===== config.mk =====
export PLATFORM = sky130hd
export DESIGN_NAME = csi2_video_frame_gate
export DESIGN_NICKNAME = d
export VERILOG_FILES = /design/src/rtl/csi2_video_frame_gate.sv
export SDC_FILE = /design/constraint.sdc
export NUM_CORES = 1
export LEC_CHECK = 0
export ABC_AREA = 0
export ABC_CLOCK_PERIOD_IN_PS = 14720
export CORE_MARGIN = 2
export CORE_UTILIZATION = 49
export CTS_CLUSTER_SIZE = 10
export DETAILED_ROUTE_END_ITERATION = 10
export MAX_ROUTING_LAYER = met4
export PLACE_DENSITY = 0.75
export SYNTH_ARGS = -nofsm -noshare
export SYNTH_HDL_FRONTEND = slang
export SYNTH_SLANG_ARGS = --single-unit

===== constraint.sdc =====
create_clock -name clk_i -period 14.72 [get_ports clk_i]
set_clock_uncertainty 0.2 [all_clocks]
set_input_delay 4.416 -clock clk_i [delete_from_list [all_inputs] [get_ports clk_i]]
set_output_delay 4.416 -clock clk_i [all_outputs]
set_load 0.03 [all_outputs]

===== src/rtl/csi2_video_frame_gate.sv =====
// rtl/csi2_video_frame_gate.sv - CSI-2 video frame gate: geometry check, SOF-aligned forwarding, stats
// Forwards only frames entered at a clean SOF; any width/height violation drops until the next SOF.
module csi2_video_frame_gate #(
  parameter int DATA_WIDTH = 16,
  parameter int CNT_WIDTH  = 13,
  parameter int STAT_WIDTH = 16
) (
  input  logic                    clk_i,
  input  logic                    rst_n_i,
  input  logic                    enable_i,
  input  logic [CNT_WIDTH-1:0]    frame_width_i,
  input  logic [CNT_WIDTH-1:0]    frame_height_i,
  input  logic [DATA_WIDTH-1:0]   video_i_tdata,
  input  logic                    video_i_tvalid,
  output logic                    video_i_tready,
  input  logic                    video_i_tuser,
  input  logic                    video_i_tlast,
  output logic [DATA_WIDTH-1:0]   video_o_tdata,
  output logic                    video_o_tvalid,
  input  logic                    video_o_tready,
  output logic                    video_o_tuser,
  output logic                    video_o_tlast,
  output logic [DATA_WIDTH/8-1:0] video_o_tkeep,
  output logic [DATA_WIDTH/8-1:0] video_o_tstrb,
  output logic                    video_o_tid,
  output logic                    video_o_tdest,
  output logic                    frame_done_o,
  output logic                    frame_err_o,
  output logic [STAT_WIDTH-1:0]   frame_cnt_o,
  output logic [STAT_WIDTH-1:0]   err_cnt_o
);

  typedef enum logic [1:0] {IDLE, WAIT_SOF, PASS, DROP} state_t;

  state_t                  state_q, state_d;
  logic [CNT_WIDTH-1:0]    px_q, px_d, line_q, line_d, w_q, w_d, h_q, h_d;
  logic [DATA_WIDTH-1:0]   o_data_q, o_data_d;
  logic                    o_valid_q, o_valid_d, o_user_q, o_user_d, o_last_q, o_last_d;
  logic                    o_done_q, o_done_d, err_q, err_d;
  logic [STAT_WIDTH-1:0]   frame_cnt_q, frame_cnt_d, err_cnt_q, err_cnt_d;

  logic                    can_load, beat, sof, fwd, at_end, at_last_line;
  logic                    short_err, long_err, early_sof, eol_ok, frame_end;
  logic [CNT_WIDTH-1:0]    cur_w, cur_h, cur_px, cur_line;

  always_comb begin
    can_load       = !o_valid_q || video_o_tready;
    // IDLE always sinks; elsewhere acceptance waits for room in the output stage
    video_i_tready = (state_q == IDLE) || can_load;
    beat           = video_i_tvalid && video_i_tready;
    sof            = beat && video_i_tuser &&
                     ((state_q == PASS) ||
                      (enable_i && ((state_q == WAIT_SOF) || (state_q == DROP))));
    fwd            = sof || (beat && (state_q == PASS));

    // An SOF beat is judged against freshly sampled geometry as pixel 0 of line 0
    cur_w          = sof ? frame_width_i  : w_q;
    cur_h          = sof ? frame_height_i : h_q;
    cur_px         = sof ? '0 : px_q;
    cur_line       = sof ? '0 : line_q;
    at_end         = (cur_px == cur_w - CNT_WIDTH'(1));
    at_last_line   = (cur_line == cur_h - CNT_WIDTH'(1));

    early_sof      = sof && (state_q == PASS);
    short_err      = fwd && video_i_tlast && !at_end;
    long_err       = fwd && !video_i_tlast && at_end;
    eol_ok         = fwd && video_i_tlast && at_end;
    frame_end      = eol_ok && at_last_line;

    state_d = state_q;
    px_d    = px_q;
    line_d  = line_q;
    w_d     = w_q;
    h_d     = h_q;
    case (state_q)
      IDLE:     if (enable_i) state_d = WAIT_SOF;
      WAIT_SOF: if (!enable_i) state_d = IDLE;
      DROP:     if (beat && video_i_tuser && !enable_i) state_d = IDLE;
      default:  state_d = state_q;
    endcase

    if (fwd) begin
      w_d = cur_w;
      h_d = cur_h;
      if (short_err || long_err) begin
        state_d = DROP;
      end else if (frame_end) begin
        state_d = enable_i ? WAIT_SOF : IDLE;
        px_d    = '0;
        line_d  = '0;
      end else if (eol_ok) begin
        state_d = PASS;
        px_d    = '0;
        line_d  = cur_line + CNT_WIDTH'(1);
      end else begin
        state_d = PASS;
        px_d    = cur_px + CNT_WIDTH'(1);
        line_d  = cur_line;
      end
    end

    o_valid_d = o_valid_q;
    o_data_d  = o_data_q;
    o_user_d  = o_user_q;
    o_last_d  = o_last_q;
    o_done_d  = o_done_q;
    if (fwd) begin
      o_valid_d = 1'b1;
      o_data_d  = video_i_tdata;
      o_user_d  = video_i_tuser;
      o_last_d  = video_i_tlast || long_err;
      o_done_d  = frame_end;
    end else if (video_o_tready) begin
      o_valid_d = 1'b0;
    end

    frame_done_o = o_valid_q && video_o_tready && o_done_q;
    err_d        = early_sof || short_err || long_err;

    frame_cnt_d = frame_cnt_q;
    if (frame_done_o && (frame_cnt_q != '1)) frame_cnt_d = frame_cnt_q + STAT_WIDTH'(1);
    err_cnt_d = err_cnt_q;
    if (err_d && (err_cnt_q != '1)) err_cnt_d = err_cnt_q + STAT_WIDTH'(1);
  end

  always_ff @(posedge clk_i or negedge rst_n_i) begin
    if (!rst_n_i) begin
      state_q     <= IDLE;
      px_q        <= '0;
      line_q      <= '0;
      w_q         <= '0;
      h_q         <= '0;
      o_valid_q   <= 1'b0;
      o_data_q    <= '0;
      o_user_q    <= 1'b0;
      o_last_q    <= 1'b0;
      o_done_q    <= 1'b0;
      err_q       <= 1'b0;
      frame_cnt_q <= '0;
      err_cnt_q   <= '0;
    end else begin
      state_q     <= state_d;
      px_q        <= px_d;
      line_q      <= line_d;
      w_q         <= w_d;
      h_q         <= h_d;
      o_valid_q   <= o_valid_d;
      o_data_q    <= o_data_d;
      o_user_q    <= o_user_d;
      o_last_q    <= o_last_d;
      o_done_q    <= o_done_d;
      err_q       <= err_d;
      frame_cnt_q <= frame_cnt_d;
      err_cnt_q   <= err_cnt_d;
    end
  end

  assign video_o_tdata  = o_data_q;
  assign video_o_tvalid = o_valid_q;
  assign video_o_tuser  = o_user_q;
  assign video_o_tlast  = o_last_q;
  assign video_o_tkeep  = '1;
  assign video_o_tstrb  = '1;
  assign video_o_tid    = 1'b0;
  assign video_o_tdest  = 1'b0;
  assign frame_err_o    = err_q;
  assign frame_cnt_o    = frame_cnt_q;
  assign err_cnt_o      = err_cnt_q;

endmodule


==> reports/summary.txt, run 1 <==
Status: completed
Drc violations: 0
Pwr dens: 162 nW/um^2
Cell count of the worst reg-to-reg path: 17
Fmax: 0.0961 GHz
Part of the Yosys area used for sequential elements: 42.2%
Fin area: 7770 um^2
Initial antenna violation count: 0
Relative slew slack: 31.5%
Rows: 41
Post-CTS sizing: 0
Hold Crit Endpoint: video_o_tdata[13]
CTS Buffer Depth: 2
H-tree depth: 3
Crit Path Max Fanout: 3
Hold-critical path depth: 2
Share of layout cells above drive strength 1: 5.13%
Overall routed net length: 16000 um
Hold Slack: 0.281 ns
Minimum clock period: 10.41 ns
Synth top area share: 42.2%
Clock Latency Late Sink: 0.36 ns
DR vias: 5652
Reg clk slew, reported paths: 0.07 ns
Placed Area: 7460 um^2
Final critical-path share of the clock period: 70.7%
Worst Path Required: 10.10 ns
Die height: 118 um
GR Util All Layers: 24.5%
Chip Width: 118 um
Full die area: 13900 um^2
Fill cells: 1114
CP Class: input pin to output port
Synthesis Warnings: 0
WP data arrival: 5.79 ns
Routability cong.: 0.903
Top cells by area, synth: dfrtp_1, nand2_1, xnor2_1
CTS root buffer: clkbuf_16
Total CTS buffers: 9
RSZ-0062 raised after global routing: no
CORE AREA: 12600 um^2
# Max-Cap Violations: 0
Commonest cells after routing, fill and taps aside: nand2_1, dfrtp_1, clkdlybuf4s50_1
First-pass iteration count of the detailed router: 5
Post-route ant nets: 0
Initial drt markers: 502
Vias in the first global route: 5542
WL/cell: 16.2 um
Hpwl dp: 11300 um
#FFs+latches synth: 107
Hold-fix buffers, CTS: 0
Commonest non-fill, non-tap cell in the layout: nand2_1
R2R Setup Slk: 9.37 ns
Pin count of the biggest net entering global routing: 68
Port-buffer cells: 102
Setup Fix Bufs, Post-CTS: 0
Hold crit path type: register to register
Fraction of registers with async set/reset: 100%
Ys flop type: dfrtp_1
Largest area contributor in the netlist: dfrtp_1
Final #Nets: 868
Reg2reg start: state_q[0]
Max Slew Vio Count: 0
Crit end category: output port
TritonCTS clock tree: yes
Total grt overflow: 0
Count of cell types in the netlist: 68
Global-route wire length before repair: 27300 um
Leak: 3.39 nW
Clock Sinks: 107
Total power draw: 1.26 mW
Initial core utilization: 50.3%
N_diodes: 0
Setup-failing EPs final: 0
Final Hold Viols: 0
Area growth syn-to-layout: 22.4%
CP Launch Type: input pin
Max VDD drop: 0.127 mV
Startpoint of the worst hold path: video_o_tdata[13]
Sum Neg Setup Slack: 0 ns
R2R Path End: line_q[6]
Mapped Cells: 725
Avg Cell Area, Syn: 8.76 um^2
I/O Pins: 109
Number of synthesized flops with an enable pin: 0
Mapped Area: 6350 um^2
Worst slew pin tran: 1.03 ns
Vias per cell: 5.71
-- how the worst max path moves through the flow --
| stage | from | to | slack [ns] |
|---|---|---|---|
| 2_1_floorplan | video_o_tready | video_i_tready | 5.24 |
| 3_3_place_gp | video_o_tready | frame_done_o | 4.31 |
| 6_report | video_o_tready | frame_done_o | 4.31 |
| 4_1_cts | video_o_tready | frame_done_o | 4.29 |
| 5_1_grt | video_o_tready | frame_done_o | 4.26 |
| 3_5_place_dp | video_o_tready | frame_done_o | 4.30 |
-- logic make-up after synthesis --
family / synth area share [%]
fa+ha+maj: 1.18
compound gates: 9.83
buf+inv: 3.31
mux: 3.41
flops: 42.2
xor+xnor: 10.9
other cells: 0.118
simple gates: 29.1
-- area by class of cell --
class	instances	area [um^2]	share of cell area, %
Clock buffer	11	243	3.12
Sequential cell	107	2680	34.4
Multi-Input combinational cell	577	3480	44.8
Inverter	13	48.8	0.628
Clock inverter	5	68.8	0.885
Timing Repair Buffer	105	1040	13.4
Tap cell	172	215	2.77
-- power breakdown --
| part | total [mW] | internal, mW | switching [mW] |
|---|---|---|---|
| clock | 0.254 | 0.139 | 0.115 |
| sequential | 0.462 | 0.371 | 0.0910 |
| combinational | 0.545 | 0.231 | 0.314 |
-- worst max-delay path: stages --
cell	delay, ns
clkdlybuf4s50_1	0.48
and3_1	0.21
clkdlybuf4s50_1	0.69
-- through the flow --
step | cells | setup slack [ns] | util [%]
floorplan | 729 | 5.24 | -
global placement | 974 | 4.31 | 59.1
detailed placement | 974 | 4.30 | 59.1
CTS | 990 | 4.29 | 61.6
global route | 990 | 4.26 | 61.6
finish | 990 | 4.31 | 61.6
-- metal layers --
metal  GRT usage (%)  wire length, um  vias to the layer above
met1            34.1             7510                     2726
met3            7.03             1160                       20
li1                -                -                     2689
met5               -                0                        -
met4            5.80              216                        0
met2            35.5             7150                      217
-- registers in the layout (all words and copies together) (netlist names) --
| register | cells |
|---|---|
| err_cnt_o | 16 |
| frame_cnt_o | 16 |
| frame_err_o | 1 |
| h_q | 13 |
| line_q | 13 |
| o_done_q | 1 |
| px_q | 13 |
| state_q | 2 |
| video_o_tdata | 16 |
| video_o_tlast | 1 |
| video_o_tuser | 1 |
| video_o_tvalid | 1 |
| w_q | 13 |
-- cell usage after synthesis, types with 3 or more instances --
master	instances
buf_1	5
buf_4	7
nand2b_1	6
nand3_1	33
xnor2_1	54
o2111ai_1	3
nand4b_1	3
o21ai_0	34
a211oi_1	3
and4_1	3
xor2_1	23
nor2_1	30
and3_1	21
nand2_1	188
buf_2	6
a22o_1	5
or4_1	3
a21oi_1	11
ha_1	6
or2_2	3
nor4_1	7
nor2b_1	4
dfrtp_1	107
nor3_1	12
o22ai_1	4
mux2_2	5
a21boi_0	3
nand3b_1	6
nand4_1	30
or3_1	9
and2_1	10
clkbuf_1	13
nor3b_1	3
inv_1	13
mux2i_1	10
Power figures use the tool's default switching activity.
==> run 2: changes to the inputs <==
--- a/config.mk
+++ b/config.mk
@@ -6,7 +6,7 @@
 export NUM_CORES = 1
 export LEC_CHECK = 0
 export ABC_AREA = 0
-export ABC_CLOCK_PERIOD_IN_PS = 14720
+export ABC_CLOCK_PERIOD_IN_PS = 10100
 export CORE_MARGIN = 2
 export CORE_UTILIZATION = 49
 export CTS_CLUSTER_SIZE = 10
==> constraint.sdc (replaced) <==
create_clock -name clk_i -period 10.1 [get_ports clk_i]
set_clock_uncertainty 0.2 [all_clocks]
set_input_delay 3.03 -clock clk_i [delete_from_list [all_inputs] [get_ports clk_i]]
set_output_delay 3.03 -clock clk_i [all_outputs]
set_load 0.03 [all_outputs]
==> reports/summary.txt, run 2 (same netlist as run 1, synthesis figures left out) <==
Commonest cells after routing, fill and taps aside: nand2_1, dfrtp_1, clkdlybuf4s50_1
DR vias: 5664
Hold-fix buffers, CTS: 0
Clock Sinks: 107
Hold Crit Endpoint: video_o_tdata[1]
Port-buffer cells: 102
Setup-failing EPs final: 0
Initial antenna violation count: 0
CORE AREA: 12600 um^2
Total grt overflow: 0
Fmax: 0.131 GHz
Share of layout cells above drive strength 1: 5.26%
Worst slew pin tran: 0.968 ns
Initial core utilization: 50.3%
First-pass iteration count of the detailed router: 7
Total CTS buffers: 9
Vias per cell: 5.72
CTS Buffer Depth: 2
Final #Nets: 868
Routability cong.: 0.902
H-tree depth: 3
CP Class: input pin to output port
Fill cells: 1104
Vias in the first global route: 5627
Max VDD drop: 0.141 mV
Setup Fix Bufs, Post-CTS: 0
RSZ-0062 raised after global routing: no
Reg2reg start: state_q[0]
Startpoint of the worst hold path: video_o_tdata[1]
Multi-input gate area: 3480 um^2
I/O Pins: 109
Drc violations: 0
Cell count of the worst reg-to-reg path: 16
N_diodes: 0
Worst setup margin: 2.45 ns
Minimum clock period: 7.65 ns
Die height: 118 um
WP data arrival: 4.42 ns
R2R Path End: line_q[6]
Initial drt markers: 567
Final Hold Viols: 0
Overall routed net length: 16200 um
TritonCTS clock tree: yes
Hold crit path type: register to register
Commonest non-fill, non-tap cell in the layout: nand2_1
Crit Path Max Fanout: 3
Pre-CTS WS: 2.17 ns
Status: completed
# Max-Cap Violations: 0
Clock Latency Late Sink: 0.35 ns
Hpwl dp: 11600 um
Pin count of the biggest net entering global routing: 68
Hold-critical path depth: 2
Post-route ant nets: 0
WL/cell: 16.4 um
Critical Path Start: video_o_tready
Crit end category: output port
Full die area: 13900 um^2
Post-CTS sizing: 0
Max Slew Vio Count: 0
Pwr dens: 238 nW/um^2
Rows: 41
Leak: 3.39 nW
CTS root buffer: clkbuf_16
Reg clk slew, reported paths: 0.07 ns
Area growth syn-to-layout: 22.8%
GR Util All Layers: 24.9%
Final critical-path share of the clock period: 75.7%
Worst Path Required: 6.87 ns
R2R Setup Slk: 5.13 ns
Sum Neg Setup Slack: 0 ns
CP Launch Type: input pin
Global-route wire length before repair: 27600 um
Relative slew slack: 35.5%
Chip Width: 118 um
Reg area: 2680 um^2
==> run 2: changes by cell type in the layout (fill, tap and decap cells not counted), sizes merged <==
cell      delta
clkinvlp     +1
bufinv       +1
clkbuf       -2
clkinv       -1
inv          +1
==> run 2: final cells by class <==
| type | instances | share of cell area, % |
|---|---|---|
| Multi-Input combinational cell | 577 | 44.7 |
| Sequential cell | 107 | 34.3 |
| Timing Repair Buffer | 105 | 13.4 |
| Clock buffer | 9 | 2.89 |
| Inverter | 13 | 0.626 |
| Clock inverter | 7 | 1.36 |
| Tap cell | 172 | 2.76 |
==> run 2: worst max path at each step <==
| stage | to | slack [ns] | cells past startpoint |
|---|---|---|---|
| 2_1_floorplan | err_cnt_o[12] | 2.70 | 21 |
| 3_3_place_gp | line_q[6] | 2.33 | 17 |
| 3_5_place_dp | line_q[6] | 2.17 | 17 |
| 4_1_cts | frame_done_o | 2.42 | 3 |
| 5_1_grt | line_q[6] | 2.03 | 17 |
| 6_report | frame_done_o | 2.45 | 3 |
==> run 2: worst max-delay path, cell delays in order <==
cell	delay, ns
clkdlybuf4s50_1	0.50
and3_1	0.20
clkdlybuf4s50_1	0.69
==> run 2: per-layer routing <==
metal / track usage, % / share of wire [%] / vias to the layer above
met5: - / 0 / -
met2: 37.2 / 45 / 209
li1: - / - / 2675
met4: 8.43 / 1.9 / 0
met3: 5.77 / 6.6 / 23
met1: 33.5 / 47 / 2757
==> run 2: through the flow <==
| step | hold WS, ns | instance area [um^2] | instances | power, mW | util (%) |
|---|---|---|---|---|---|
| after floorplan | 0.240 | 6360 | 729 | 1.21 | - |
| after global placement | 0.259 | 7460 | 974 | 1.44 | 59.1 |
| final | 0.275 | 7790 | 990 | 1.85 | 61.8 |
| after global routing | 0.298 | 7790 | 990 | 1.98 | 61.8 |
| after detailed placement | 0.263 | 7460 | 974 | 1.46 | 59.1 |
| after CTS | 0.281 | 7790 | 990 | 1.86 | 61.8 |
==> run 2: power by group <==
part / internal, mW / switching, mW / leakage, nW / total, mW
registers: 0.541 / 0.131 / 1.40 / 0.672
logic: 0.337 / 0.453 / 1.84 / 0.790
clock network: 0.222 / 0.168 / 0.161 / 0.390
==> run 3: changes to the inputs <==
--- a/config.mk
+++ b/config.mk
@@ -6,13 +6,13 @@
 export NUM_CORES = 1
 export LEC_CHECK = 0
 export ABC_AREA = 0
-export ABC_CLOCK_PERIOD_IN_PS = 10100
+export ABC_CLOCK_PERIOD_IN_PS = 6580
 export CORE_MARGIN = 2
 export CORE_UTILIZATION = 49
 export CTS_CLUSTER_SIZE = 10
 export DETAILED_ROUTE_END_ITERATION = 10
 export MAX_ROUTING_LAYER = met4
-export PLACE_DENSITY = 0.75
+export PLACE_DENSITY = 0.78
 export SYNTH_ARGS = -nofsm -noshare
 export SYNTH_HDL_FRONTEND = slang
 export SYNTH_SLANG_ARGS = --single-unit
==> constraint.sdc (replaced) <==
create_clock -name clk_i -period 6.58 [get_ports clk_i]
set_clock_uncertainty 0.2 [all_clocks]
set_input_delay 1.974 -clock clk_i [delete_from_list [all_inputs] [get_ports clk_i]]
set_output_delay 1.974 -clock clk_i [all_outputs]
set_load 0.03 [all_outputs]
==> reports/summary.txt, run 3 (same netlist as run 1, synthesis figures left out) <==
Worst slew pin tran: 0.883 ns
Clock Latency Late Sink: 0.36 ns
H-tree depth: 3
Total power draw: 2.85 mW
Crit Path Max Fanout: 9
Hpwl dp: 12100 um
Full die area: 13900 um^2
CP Class: input pin to register
Worst Path Required: 6.63 ns
Port-buffer cells: 102
Setup Fix Bufs, Post-CTS: 0
Placed Area: 7550 um^2
I/O Pins: 109
Fill cells: 1107
Final critical-path share of the clock period: 93.3%
Hold-fix buffers, CTS: 0
# Max-Cap Violations: 0
Worst setup margin: 0.443 ns
Relative slew slack: 41.1%
GR Util All Layers: 25.1%
Global-route wire length before repair: 27900 um
Commonest cells after routing, fill and taps aside: nand2_1, dfrtp_1, clkdlybuf4s50_1
Max Slew Vio Count: 0
Reg clk slew, reported paths: 0.08 ns
Slowest stage cell, crit path: clkdlybuf4s50_1
Comb pwr share: 43.3%
WL/cell: 16.5 um
Status: completed
N_diodes: 0
Post-CTS sizing: 0
Total grt overflow: 0
R2R Setup Slk: 2.10 ns
Clock Sinks: 107
Sw Share: 41.2%
Total CTS buffers: 9
Vias in the first global route: 5695
Crit path largest cell delay: 0.50 ns
DR vias: 5720
Startpoint of the worst hold path: video_o_tdata[0]
Die height: 118 um
Share of layout cells above drive strength 1: 6.51%
Fmax: 0.163 GHz
Initial antenna violation count: 0
Pin count of the biggest net entering global routing: 71
Most used cell, CP: nand2_1
Cell count of the worst reg-to-reg path: 16
Flop pwr share: 36.6%
TritonCTS clock tree: yes
Pre-CTS WS: 0.136 ns
Drc violations: 0
Crit end category: register
Max VDD drop: 0.221 mV
Leak: 3.44 nW
Commonest non-fill, non-tap cell in the layout: nand2_1
Reg area: 2680 um^2
R2R Path End: err_cnt_o[14]
Initial drt markers: 513
CTS Buffer Depth: 2
Chip Width: 118 um
Post-route ant nets: 0
First-pass iteration count of the detailed router: 5
Fin area: 7860 um^2
Final Hold Viols: 0
Minimum clock period: 6.14 ns
Hold Crit Endpoint: video_o_tdata[0]
CTS root buffer: clkbuf_16
Area growth syn-to-layout: 23.7%
Overall routed net length: 16500 um
Sum Neg Setup Slack: 0 ns
Pwr dens: 362 nW/um^2
Switch Pwr: 1.17 mW
CP cell instances: clkdlybuf4s50_1 -> nand2b_1 -> nand3_4 -> nand2_1 -> nand2_1 -> inv_1 -> ha_1 -> nor3b_1 -> nand2_1 -> xnor2_1 -> or4_1 -> a21oi_1 -> nand3_4 -> xor2_2 -> nand2b_1 -> a211oi_1 -> mux2_1
CORE AREA: 12600 um^2
Reg2reg start: state_q[0]
Rows: 41
Final #Nets: 879
Routability cong.: 0.919
RSZ-0062 raised after global routing: no
Clk pwr share: 20.1%
Vias per cell: 5.71
Multi-input gate area: 3480 um^2
Hold-critical path depth: 2
Hold crit path type: register to register
Initial core utilization: 50.3%
Setup-failing EPs final: 0
WP data arrival: 6.18 ns
P_int: 1.67 mW
CP Launch Type: input pin
[run 3: layout make-up]
type | count | share of cell area [%]
multi-input cells | 577 | 44.3
flip-flops and latches | 107 | 34.1
repair buffers | 116 | 14.3
clock buffers | 10 | 3.04
well taps | 172 | 2.74
clock inverters | 6 | 0.908
inverters | 13 | 0.621
[run 3: routing by layer]
layer | up-vias | routed length [um] | GRT usage [%]
li1 | 2701 | - | -
met1 | 2763 | 7540 | 33.8
met2 | 238 | 7610 | 38.6
met3 | 18 | 1140 | 4.99
met4 | 0 | 229 | 7.98
met5 | - | 0 | -
[run 3: stage by stage]
stage               utilization [%]  instances  hold slack (ns)
floorplan                         -        729            0.240
global placement               59.8        985            0.257
detailed placement             59.8        985            0.264
CTS                            62.3       1001            0.289
global route                   62.3       1001            0.314
finish                         62.3       1001            0.284
[run 3: worst max path at each step]
stage,to,from,depth (start not counted)
global route,err_cnt_o[12],video_o_tready,17
detailed placement,err_cnt_o[12],video_o_tready,17
CTS,err_cnt_o[12],video_o_tready,17
global placement,err_cnt_o[12],enable_i,17
floorplan,err_cnt_o[12],enable_i,21
finish,err_cnt_o[14],video_o_tready,17
[run 3: power by group through the flow]
stage	clock network, mW	registers, mW	logic (mW)
final	0.572	1.04	1.23
after global routing	0.611	1.06	1.35
after CTS	0.582	1.03	1.24
after detailed placement	0	1.04	1.23
after global placement	0	1.03	1.20
after floorplan	0	1.13	0.731
[run 3: worst max-delay path, delay by kind of cell]
family	cells	cell delay, ns
and+or+nand+nor	9	2.14
AOI/OAI and AO/OA	2	0.63
buffers and inverters	2	0.56
xor gates and xnor gates	2	0.36
muxes	1	0.35
adders and majority gates	1	0.16
==> RTL edit: new RTL, config.mk and constraints of run 2 <==
Take the reset off `px_q`, `w_q`, `h_q` and `o_data_q` and load them in a clocked block of their own.
--- a/src/rtl/csi2_video_frame_gate.sv
+++ b/src/rtl/csi2_video_frame_gate.sv
@@ -126,12 +126,8 @@
   always_ff @(posedge clk_i or negedge rst_n_i) begin
     if (!rst_n_i) begin
       state_q     <= IDLE;
-      px_q        <= '0;
       line_q      <= '0;
-      w_q         <= '0;
-      h_q         <= '0;
       o_valid_q   <= 1'b0;
-      o_data_q    <= '0;
       o_user_q    <= 1'b0;
       o_last_q    <= 1'b0;
       o_done_q    <= 1'b0;
@@ -140,12 +136,8 @@
       err_cnt_q   <= '0;
     end else begin
       state_q     <= state_d;
-      px_q        <= px_d;
       line_q      <= line_d;
-      w_q         <= w_d;
-      h_q         <= h_d;
       o_valid_q   <= o_valid_d;
-      o_data_q    <= o_data_d;
       o_user_q    <= o_user_d;
       o_last_q    <= o_last_d;
       o_done_q    <= o_done_d;
@@ -153,6 +145,13 @@
       frame_cnt_q <= frame_cnt_d;
       err_cnt_q   <= err_cnt_d;
     end
+  end
+
+  always_ff @(posedge clk_i) begin
+    px_q     <= px_d;
+    w_q      <= w_d;
+    h_q      <= h_d;
+    o_data_q <= o_data_d;
   end
 
   assign video_o_tdata  = o_data_q;
Formal check against the unedited RTL: differs if rst_n_i is asserted again (counterexample within 4 cycles, from zero or initial values and one cycle with rst_n_i low); with rst_n_i held inactive, the same outputs for 4 cycles.
==> RTL edit against run 2 <==
Die area is 2.2% lower; worst setup slack worse by 0.26 ns; design area is 1.3% lower; synthesized area is 2.3% lower; fmax is 3.3% lower; core utilization is 0.32 points lower; sequential cell count stayed put; routed wire length is 6.5% lower; synthesized cell count is 12% lower; power is 18% lower; largest power group is now sequential cells; highest routed layer unchanged.
==> RTL edit: results (changes against run 2) <==
Power and ir drop
  – Peak VDD IR: 0.000155 V (+9.7%)
  – Leakage: 0.00306 uW (-9.8%)

Detailed routing
  – DR vias/cell: 5.74 (+0.25%)
  – DRT Pass-1 Iters: 7 (unchanged)
  – First DRT Iteration DRCs: 540 (-4.8%)
  – Wire per inst: 16.7 um (+2.0%)

Global route
  – GRT Overall Usage: 24.0% (-0.88 points)
  – First-pass GRT wire length: 24900 um (-9.8%)
  – Initial antenna violation count: 0 (unchanged)
  – Pin count of the biggest net entering global routing: 53 (-22%)
  – Vias in the first global route: 5096 (-9.4%)

Logic synthesis
  – Async SR Flop Fraction: 48.6% (-51 points)
  – Top post-synthesis cells by area: edfxtp_1, dfrtp_1, xnor2_1
  – Post-synth EDFFs: 55 (+55)
  – Yosys warning count: 0 (unchanged)
  – Post-Synthesis Cells: 636 (-12%)
  – Post-synth top cells: nand2_1, xnor2_1, edfxtp_1
  – Sequential share of the synthesized area: 47.6% (+5.4 points)
  – Synth cell types: 70 (+2.9%)

Finish
  – FILL cells: 1091 (-1.2%)
  – Ant diodes: 0 (unchanged)
  – Layout cells sized above 1: 5.57% (+0.31 points)
  – Nets: 786 (-9.4%)
  – Non-Filler Instances: 908 (-8.3%)

Clocking
  – Hold Buf Count CTS: 0 (unchanged)
  – Postcts setup bufs: 0 (unchanged)
  – Longest Clk Path Bufs: 2 (unchanged)
  – Post-CTS Resized: 0 (unchanged)
  – Num CTS Buffers: 9 (unchanged)
  – Reg clk slew, reported paths: 0.07 ns (about the same)
  – Root buffer cell: clkbuf_16
  – Worst-Skew Late Latency: 0.36 ns

Placed design
  – Area after DPL: 0.00736 mm2 (-1.4%)
  – DP Wirelength: 10900 um (-5.3%)
  – Place WS: 1.88 ns (-0.292 ns)
  – I/O Buffers: 102 (unchanged)
  – Placed cells: 892 (-8.4%)
  – Final estimated routing congestion in global placement: 0.958 (+6.2%)

Timing
  – Worst slew pin tran: 1.12 ns (+0.149 ns)

Run status
  – Status: completed

Critical path
  – R2R depth: 13 (-3)
  – CP max FO: 7 (+4)
  – CP Data Arrival Time: 4.68 ns (+0.26 ns)

Hold path
  – Hold Path Class: reg -> reg
  – Worst hold stages: 2 (unchanged)
-- RTL edit: final timing paths --
check,startpoint,endpoint,slack (ns)
setup / recovery,video_o_tready,video_i_tready,2.19
hold / removal,o_done_q,o_done_q,0.29
setup reg to reg,state_q[0],err_cnt_o[9],5.00
hold reg to reg,o_done_q,o_done_q,0.29
max in group asynchronous,rst_n_i,video_o_tuser,6.66
min in group asynchronous,rst_n_i,frame_cnt_o[4],2.59
-- RTL edit: worst max-delay path, cell delays in order --
cell and delay, ns:
clkdlybuf4s50_1 0.44, nor2b_1 0.39, o21ai_0 0.17, clkdlybuf4s50_1 0.65
-- RTL edit: logic make-up after synthesis --
group           after synthesis  synth area share, %
simple gates                303                 25.0
flops                       107                 47.6
xor+xnor                     88                 12.4
compound gates               74                 8.13
buf+inv                      40                 2.88
mux                          16                 2.68
fa+ha+maj                     6                 1.21
other cells                   2                0.121
-- RTL edit: power breakdown --
part           internal, uW  switching [uW]
Clock                   217             166
Combinational           201             286
Sequential              562            79.0
-- RTL edit: area by class of cell --
type / count / area [um2] / share of cell area (%)
clock buffers: 11 / 264 / 3.43
multi-input cells: 493 / 3100 / 40.2
flip-flops and latches: 107 / 2950 / 38.4
inverters: 14 / 52.6 / 0.683
repair buffers: 106 / 1050 / 13.6
well taps: 172 / 215 / 2.80
clock inverters: 5 / 65.1 / 0.846
-- RTL edit: layer usage --
| layer | track usage (%) | vias to the layer above | share of wire, % |
|---|---|---|---|
| met3 | 6.43 | 21 | 7.9 |
| met4 | 5.96 | 0 | 1.2 |
| met1 | 30.5 | 2515 | 44 |
| met2 | 38.6 | 219 | 47 |
| li1 | - | 2453 | - |
| met5 | - | - | 0 |
